[config.mk]
export PLATFORM = sky130hd
export DESIGN_NAME = pattern_mealy_over
export DESIGN_NICKNAME = d
export VERILOG_FILES = /design/src/rtl/pattern_mealy_over.sv
export SDC_FILE = /design/constraint.sdc
export NUM_CORES = 1
export LEC_CHECK = 0
export ABC_AREA = 1
export CAP_MARGIN = 20
export CORE_AREA = 2 2 39 41
export CTS_CLUSTER_DIAMETER = 150
export DETAILED_ROUTE_END_ITERATION = 12
export DIE_AREA = 0 0 41 43
export SLEW_MARGIN = 20
export SYNTH_ARGS = -nofsm -noshare
export SYNTH_HDL_FRONTEND = slang
export SYNTH_SLANG_ARGS = --single-unit
export TNS_END_PERCENT = 20
[constraint.sdc]
create_clock -name clk -period 0.9 [get_ports clk]
set_input_delay 0.18 -clock clk [delete_from_list [all_inputs] [get_ports clk]]
set_output_delay 0.18 -clock clk [all_outputs]
set_load 0.03 [all_outputs]
[src/rtl/pattern_mealy_over.sv]
// Overlapping Mealy detector for the serial sequence 1,1,0,1,0 (oldest bit first).
// One-hot state advances only on qualified bits; the detection pulse is combinational.
module pattern_mealy_over #(
  parameter logic [4:0] S_RESET = 5'b00001,
  parameter logic [4:0] S_B     = 5'b00010,
  parameter logic [4:0] S_BB    = 5'b00100,
  parameter logic [4:0] S_BBC   = 5'b01000,
  parameter logic [4:0] S_BBCB  = 5'b10000
) (
  input  logic clk,
  input  logic rst,
  input  logic data_i,
  input  logic valid_i,
  output logic pattern_o
);

  logic [4:0] state_reg;
  logic [4:0] state_next;

  always_ff @(posedge clk or posedge rst) begin
    if (rst) begin
      state_reg <= S_RESET;
    end else begin
      state_reg <= state_next;
    end
  end

  // Unqualified bits hold a legal state; any corrupted encoding falls back to idle.
  always_comb begin
    state_next = S_RESET;
    case (state_reg)
      S_RESET: state_next = !valid_i ? S_RESET : (data_i ? S_B    : S_RESET);
      S_B:     state_next = !valid_i ? S_B     : (data_i ? S_BB   : S_RESET);
      S_BB:    state_next = !valid_i ? S_BB    : (data_i ? S_BB   : S_BBC);
      S_BBC:   state_next = !valid_i ? S_BBC   : (data_i ? S_BBCB : S_RESET);
      S_BBCB:  state_next = !valid_i ? S_BBCB  : (data_i ? S_BB   : S_RESET);
      default: state_next = S_RESET;
    endcase
  end

  assign pattern_o = (state_reg == S_BBCB) && valid_i && !data_i && !rst;

endmodule

After elaboration in Yosys (flattened, before gate mapping)
Cells that the tools add are included.

operators by class
  equality and inequality tests = 5
  multiplexer cells = 10
  reduce and logical (&&, ||, !) cells = 5

operators by type and width
  cell                  number
  $pmux W5 S5           1
  $mux W5               4
  $mux W4               2
  $eq A5 B1 Y1 const B  1
  $eq A5 B2 Y1 const B  1
  $eq A5 B3 Y1 const B  1
  $eq A5 B4 Y1 const B  1
  $eq A5 B5 Y1 const B  1
  $mux W2               2
  $logic_and A1 B1 Y1   3
  $mux W3               1
  $logic_not A1 Y1      2

storage, ports and cells
  register bits = 5
  input bits = 4
  output and inout port bits = 1
  logic and storage cells = 21

Logic depth before layout (Yosys ltp)
Gate-level depths: netlist of run 1.

  depth after elaboration = 4
  depth in mapped cells = 7
  mapped depth without buffers = 7

Least setup slack after synthesis of run 1
OpenSTA, ideal clock, no wires.

  path type = register to output
  start = register state_reg[3]
  end = output port pattern_o
  data arrival time = 1.549 ns
  slack = -0.829 ns
  stages on the path, launching flop included = 4
  path buffers = 0
  cell sequence = dfrtp_1 > nor2_4 > nand3_2 > nor4_1

on the way
  cells in the longest elaborated chain, start to end = 4

RTL lines
  element                           RTL line  RTL
  from (decl)                       17        logic [4:0] state_reg;
  from (signal assigned)            24        state_reg <= state_next;
  $eq A5 B5 Y1                      41        assign pattern_o = (state_reg == S_BBCB) && valid_i && !data_i && !rst;
  $logic_and A1 B1 Y1 (3 in a row)  41
  to (decl)                         14        output logic pattern_o

Every way passes these cells.

Final worst setup path of run 1
Same ends and word-level chain as after synthesis.

==> insert_results.sql, run 1 <==
INSERT INTO impl_metrics (metric_group, metric, value, unit) VALUES
('run_status', 'status', 'complete, but fails checks', ''),
('run_status', 'failed_checks', 'negative setup slack', ''),
('sta', 'achievable-frequency', '727', 'MHz'),
('setup_path', 'timing_worst_setup_path_type', 'reg -> out', ''),
('layout', 'finalNetCount', '63', ''),
('floorplan', 'die_x', '41', 'um'),
('clock_tree', 'tritoncts_num_sinks', '5', ''),
('placed_design', 'dp_slack', '-0.478', 'ns'),
('layout', 'antenna_cells_inserted', '0', ''),
('sta', 'final.setup.worst_slack', '-0.476', 'ns'),
('routing', 'final_antenna_net_count', '0', ''),
('placed_design', 'placed_area', '453', 'um^2'),
('layout', 'drive_above_1_share', '0.483', ''),
('routing', 'mean_number_of_vias_per_cell', '4.27', ''),
('synth', 'syn-mean-instance-area', '7.81', 'um^2'),
('routing', 'drcViolationCount', '0', ''),
('synth', 'synth_top_area_frac', '0.313', ''),
('synth', 'mappedNetlistArea', '320', 'um^2'),
('global_routing', 'first_pass_grt_wire_length', '1110', 'um'),
('clock_tree', 'cts.clk_slew.worst_paths', '0.04', 'ns'),
('floorplan', 'i_o_pins', '5', ''),
('placed_design', 'finalWeightedCongestion', '0.713', ''),
('power', 'cellLeakagePower', '0.235', 'nW'),
('sta', 'setup-tns-final', '-1.68', 'ns'),
('floorplan', 'die_y', '43', 'um'),
('setup_path', 'end_kind', 'output port', ''),
('sta', 'rsz_0062_raised_after_global_routing', 'true', ''),
('power', 'total_power', '0.000939', 'W'),
('run', 'drv_cap', '0', ''),
('sta', 'max_slew.worst_pin.slew', '0.209', 'ns'),
('power', 'max-vdd-ir-drop', '840', 'uV'),
('placed_design', 'io_buffers', '4', ''),
('layout', 'largest_register_ffs', '5', ''),
('clock_tree', 'cts_tree', 'done', ''),
('synth', 'synthCells', '41', ''),
('synth', 'synth_edf_count', '0', ''),
('placed_design', 'post-dp-hpwl', '536', 'um'),
('sta', 'hold_viol', '0', ''),
('layout', 'area.growth.synth_to_final', '59.8', '%'),
('routing', 'wl_per_instance', '9.05', 'um'),
('sta', 'finalSetupViolCount', '6', ''),
('routing', 'firstDrtPassIters', '1', ''),
('synth', 'synthTopCellsByArea', 'dfrtp_1 (31%), nand3_2 (9.4%), dfstp_2 (8.2%)', ''),
('global_routing', 'global_route.usage.total', '0.0958', ''),
('synth', 'synth_most_common_cell', 'inv_1', ''),
('routing', 'detailroute.via_count', '316', ''),
('synth', 'synth_top_cell_by_area', 'dfrtp_1', ''),
('sta', 'max-slew-margin-rel', '0.860', ''),
('setup_path', 'critPathRequiredTime', '0.72', 'ns'),
('synth', 'synth_common_cells', 'inv_1 (6), nand2_1 (5), nand3_1 (5), nor2_1 (5), dfrtp_1 (4)', ''),
('sta', 'worst_clock_skew', '0.00218', 'ns'),
('power', 'power.density_cell_area', '1830', 'nW/um^2'),
('layout', 'final_area', '512', 'um^2'),
('clock_tree', 'cts_max_level', '1', ''),
('global_routing', 'first_global_vias', '341', ''),
('global_routing', 'grt_max_degree', '7', ''),
('clock_tree', 'ctsRootBufferMaster', 'clkbuf_4', ''),
('sta', 'final.period_utilization', '1.53', ''),
('floorplan', 'initial_core_util', '0.231', ''),
('clock_tree', 'cts.path.max_buffers', '2', ''),
('floorplan', 'core.rowCount', '14', ''),
('min_path', 'min-delay-path-class', 'in -> async', ''),
('floorplan', 'placeableCoreArea', '1380', 'um^2'),
('global_routing', 'use_met3', '0.0157', ''),
('clock_tree', 'cts-buffers-inserted', '3', ''),
('floorplan', 'fp.dieArea', '1760', 'um^2'),
('sta', 'timing_max_transition_violations_final', '0', ''),
('clock_tree', 'clock_insertion_delay_at_the_later_pin_of_the_skew_report', '0.24', 'ns'),
('global_routing', 'grtUsageMet1', '0.0879', ''),
('global_routing', 'antenna_violations_before_repair', '0', ''),
('global_routing', 'global_route.peak_usage_layer', 'met2', '');
[cell type report]
type                    instances  area [um^2]
clock buffers                   4         26.3
fillers                       140          872
inverters                       7         28.8
multi-input cells              29          205
flip-flops and latches          5          126
well taps                      16         20.0
repair buffers                 13          105
[per-stage QoR]
stage                     utilization  std cells  hold slack [ns]
after floorplan                     -         41          -0.0422
after global placement          0.327         69            0.482
after detailed placement        0.327         69            0.487
after CTS                       0.354         73            0.229
after global routing            0.370         74            0.249
final                           0.370         74            0.223
[path summary, 6_finish.rpt]
path	from	to	slack, ns	depth (start not counted)
setup / recovery	state_reg[3]$_DFF_PP0_	pattern_o	-0.48	4
hold / removal	rst	state_reg[4]$_DFF_PP0_	0.22	2
setup reg to reg	state_reg[0]$_DFF_PP1_	state_reg[2]$_DFF_PP0_	-0.33	7
hold reg to reg	state_reg[4]$_DFF_PP0_	state_reg[0]$_DFF_PP1_	0.64	3
max in group asynchronous	rst	state_reg[0]$_DFF_PP1_	0.43	2
min in group clk	state_reg[4]$_DFF_PP0_	state_reg[0]$_DFF_PP1_	0.64	3
[timing repair]
action                                  CTS  global route
setup buffers                             0             1
cloned                                    0             0
gates resized for setup                   3             4
endpoints found under the setup margin    6             6
pin swaps                                 3             1
[report_power, final]
part | switching [W] | internal [W]
logic | 0.000200 | 0.000171
registers | 0.0000363 | 0.000278
clock network | 0.0000855 | 0.000167
[layer usage]
| metal | wire length [um] | part of all wire |
|---|---|---|
| met4 | 0 | 0 |
| met1 | 260 | 0.39 |
| met2 | 386 | 0.58 |
| met5 | 0 | 0 |
| met3 | 23 | 0.034 |
[kinds of logic (layout without fill, tap and decap cells)]
family / Yosys count / after routing / share of synthesized area
AND/OR/NAND/NOR: 25 / 25 / 0.457
AO/OA/AOI/OAI: 4 / 4 / 0.0664
buffers and inverters: 7 / 24 / 0.0820
flip-flops: 5 / 5 / 0.395
[worst max-delay path, cell delays in order (launching register included)]
cell and delay (ns):
dfrtp_1 0.39, nor2_4 0.15, nand3_4 0.09, nor4_4 0.13, buf_4 0.19
[cells in the final DEF (no fill, tap or decap), types with 2 or more instances in the layout]
master / Yosys / final
nor2_2: 3 / 2
nor2_4: 2 / 3
nand3_1: 5 / 5
clkbuf_4: 0 / 3
inv_1: 6 / 5
nand2_1: 5 / 5
nand3_2: 3 / 2
dfrtp_1: 4 / 4
nor2_1: 5 / 5
clkdlybuf4s50_1: 0 / 3
buf_4: 0 / 10
No activity file was read; power rests on OpenSTA's default activity.
==> run 2: changes to the inputs <==
--- a/config.mk
+++ b/config.mk
@@ -7,10 +7,13 @@
 export LEC_CHECK = 0
 export ABC_AREA = 1
 export CAP_MARGIN = 20
+export CELL_PAD_IN_SITES_DETAIL_PLACEMENT = 0
+export CELL_PAD_IN_SITES_GLOBAL_PLACEMENT = 1
 export CORE_AREA = 2 2 39 41
 export CTS_CLUSTER_DIAMETER = 150
 export DETAILED_ROUTE_END_ITERATION = 12
 export DIE_AREA = 0 0 41 43
+export PLACE_DENSITY_LB_ADDON = 0.1
 export SLEW_MARGIN = 20
 export SYNTH_ARGS = -nofsm -noshare
 export SYNTH_HDL_FRONTEND = slang
==> run 2 against run 1 <==
Cell count up 2.7%. Sequential cell count stayed put. Highest routed layer unchanged. Cell area grew 6.1%. Count of clock-buffer cells in the layout is the same. Worst hold slack gained 0.011 ns. Maximum frequency increased by 0.56%. The run still ends with negative setup slack left. Critical endpoint unchanged. Setup slack gained 0.0076 ns. Routed wire length rose by 4.9%. Clock power fell by 2%. Combinational power grew 4%. Critical path depth unchanged.
==> insert_results.sql, run 2 (synthesis gave the netlist of run 1 again) <==
INSERT INTO impl_metrics (metric_group, metric, value, unit) VALUES
('run_status', 'status', 'complete, but fails checks', ''),
('run_status', 'failed_checks', 'negative setup slack', ''),
('setup_path', 'worst_setup_path_startpoint', 'state_reg[3]$_DFF_PP0_', ''),
('sta', 'post-route-min-period', '1.37', 'ns'),
('layout', 'final-seq-area', '126', 'um^2'),
('layout', 'antenna_cells_inserted', '0', ''),
('sta', 'hold_viol', '0', ''),
('routing', 'detailedRoute.firstIterationViolations', '1', ''),
('sta', 'rsz_0062_raised_after_global_routing', 'true', ''),
('clock_tree', 'ctsRootBufferMaster', 'clkbuf_4', ''),
('clock_tree', 'tritoncts_num_sinks', '5', ''),
('sta', 'worst_clock_skew', '0.000714', 'ns'),
('floorplan', 'i_o_pins', '5', ''),
('sta', 'fin_worst_hold_slack', '0.235', 'ns'),
('global_routing', 'grt_max_degree', '7', ''),
('placed_design', 'io_buffers', '4', ''),
('power', 'total_power', '0.000951', 'W'),
('layout', 'multi_input_area', '220', 'um^2'),
('min_path', 'min-delay-path-class', 'in -> async', ''),
('sta', 'achievable-frequency', '731', 'MHz'),
('global_routing', 'antenna_violations_before_repair', '0', ''),
('clock_tree', 'postCtsHoldBufs', '0', ''),
('power', 'power.density_cell_area', '1750', 'nW/um^2'),
('sta', 'setup-tns-final', '-1.69', 'ns'),
('sta', 'finalSetupViolCount', '6', ''),
('floorplan', 'core.rowCount', '14', ''),
('routing', 'drcViolationCount', '0', ''),
('clock_tree', 'clock_insertion_delay_at_the_later_pin_of_the_skew_report', '0.23', 'ns'),
('run', 'drv_cap', '0', ''),
('clock_tree', 'cts.clk_slew.worst_paths', '0.04', 'ns'),
('setup_path', 'end_kind', 'output port', ''),
('layout', 'stdcell_count', '76', ''),
('floorplan', 'placeableCoreArea', '1380', 'um^2'),
('setup_path', 'timing.critical_path.from_type', 'flop', ''),
('routing', 'wl_per_instance', '9.25', 'um'),
('sta', 'final.setup.worst_slack', '-0.468', 'ns'),
('setup_path', 'timing.critical_path.slowest_cell_delay', '0.40', 'ns'),
('setup_path', 'critPathArrivalTime', '1.19', 'ns'),
('power', 'cellLeakagePower', '0.248', 'nW'),
('clock_tree', 'cts_tree', 'done', ''),
('sta', 'final.period_utilization', '1.52', ''),
('global_routing', 'global_route.usage.total', '0.107', ''),
('routing', 'detailroute.via_count', '319', ''),
('sta', 'timing_max_transition_violations_final', '0', ''),
('placed_design', 'finalWeightedCongestion', '0.689', ''),
('clock_tree', 'cts_max_level', '1', ''),
('layout', 'most_frequent_cells_in_the_layout', 'buf_4 (11), inv_1 (6), nand3_1 (5), nand2_1 (5)', ''),
('global_routing', 'globalRouteOverflowTotal', '0', ''),
('layout', 'finalNetCount', '65', ''),
('layout', 'drive_above_1_share', '0.500', ''),
('floorplan', 'die_x', '41', 'um'),
('global_routing', 'first_global_vias', '333', ''),
('global_routing', 'first_pass_grt_wire_length', '1230', 'um'),
('floorplan', 'fp.dieArea', '1760', 'um^2'),
('setup_path', 'timing_worst_setup_path_type', 'reg -> out', ''),
('layout', 'most_frequent_standard_cell_in_the_layout_excluding_fill_and_tap_cells', 'buf_4', ''),
('setup_path', 'timing.critical_path.slowest_stage_cell', 'dfrtp_1', ''),
('routing', 'final_antenna_net_count', '0', ''),
('routing', 'totalWireLength', '703', 'um'),
('setup_path', 'critPathRequiredTime', '0.72', 'ns'),
('floorplan', 'die_y', '43', 'um'),
('clock_tree', 'cts-buffers-inserted', '3', ''),
('placed_design', 'placed_cells', '68', ''),
('clock_tree', 'cts.path.max_buffers', '2', ''),
('setup_path', 'critical_path_peak_fanout', '2', ''),
('sta', 'max_slew.worst_pin.slew', '0.199', 'ns'),
('placed_design', 'post-dp-hpwl', '579', 'um'),
('layout', 'largest_register_ffs', '5', ''),
('layout', 'num-fill-cells', '152', ''),
('power', 'max-vdd-ir-drop', '588', 'uV'),
('setup_path', 'rr_startpoint', 'state_reg[0]$_DFF_PP1_', ''),
('floorplan', 'initial_core_util', '0.231', ''),
('layout', 'area.growth.synth_to_final', '69.5', '%'),
('sta', 'max-slew-margin-rel', '0.867', ''),
('routing', 'firstDrtPassIters', '4', ''),
('routing', 'mean_number_of_vias_per_cell', '4.20', ''),
('setup_path', 'crit_chain', 'nor2_4 > nand3_4 > nor4_4 > buf_4', '');
## run 2: final timing paths
kind / end / slack (ns) / cells past startpoint
max: pattern_o / -0.47 / 4
min: state_reg[3]$_DFF_PP0_ / 0.23 / 2
max reg2reg: state_reg[2]$_DFF_PP0_ / -0.34 / 7
min reg2reg: state_reg[3]$_DFF_PP0_ / 0.69 / 3
max in group asynchronous: state_reg[0]$_DFF_PP1_ / 0.43 / 2
min in group clk: state_reg[3]$_DFF_PP0_ / 0.68 / 3
## run 2: power breakdown
part	total, W	leakage [nW]	internal [W]	switching (W)
logic	0.000386	0.167	0.000180	0.000206
registers	0.000317	0.0657	0.000278	0.0000392
clock network	0.000248	0.0150	0.000167	0.0000810
## run 2: timing repair
item                       in CTS  in global routing
setup endpoints to repair       6                  6
setup buffers                   3                  1
resized for setup               6                  3
pin swaps                       5                  1
## run 2: final cells by class
type | count | area share
clock buffers | 4 | 0.0484
inverters | 7 | 0.0484
multi-input cells | 29 | 0.406
flip-flops and latches | 5 | 0.233
well taps | 16 | 0.0369
repair buffers | 15 | 0.228
## run 2: per-stage QoR
| stage | cell area (um^2) | util | setup slack, ns |
|---|---|---|---|
| 3_3_place_gp | 445 | 0.322 | -0.467 |
| 6_report | 543 | 0.392 | -0.468 |
| 4_1_cts | 517 | 0.373 | -0.480 |
| 3_5_place_dp | 445 | 0.322 | -0.472 |
| 5_1_grt | 543 | 0.392 | -0.528 |
| 2_1_floorplan | 335 | - | -0.309 |
## run 2: routing by layer
layer	part of all wire	global-route usage	up-vias
met5	0	0	-
met4	0	0.0800	0
met3	0.0057	0.0314	0
met2	0.58	0.169	2
met1	0.41	0.112	148
li1	-	-	169
## run 2: worst max-delay path, delay by kind of cell (launching register included)
kind,cells,cell delay [ns]
buffers and inverters,1,0.19
AND/OR/NAND/NOR,3,0.36
flip-flops,1,0.40
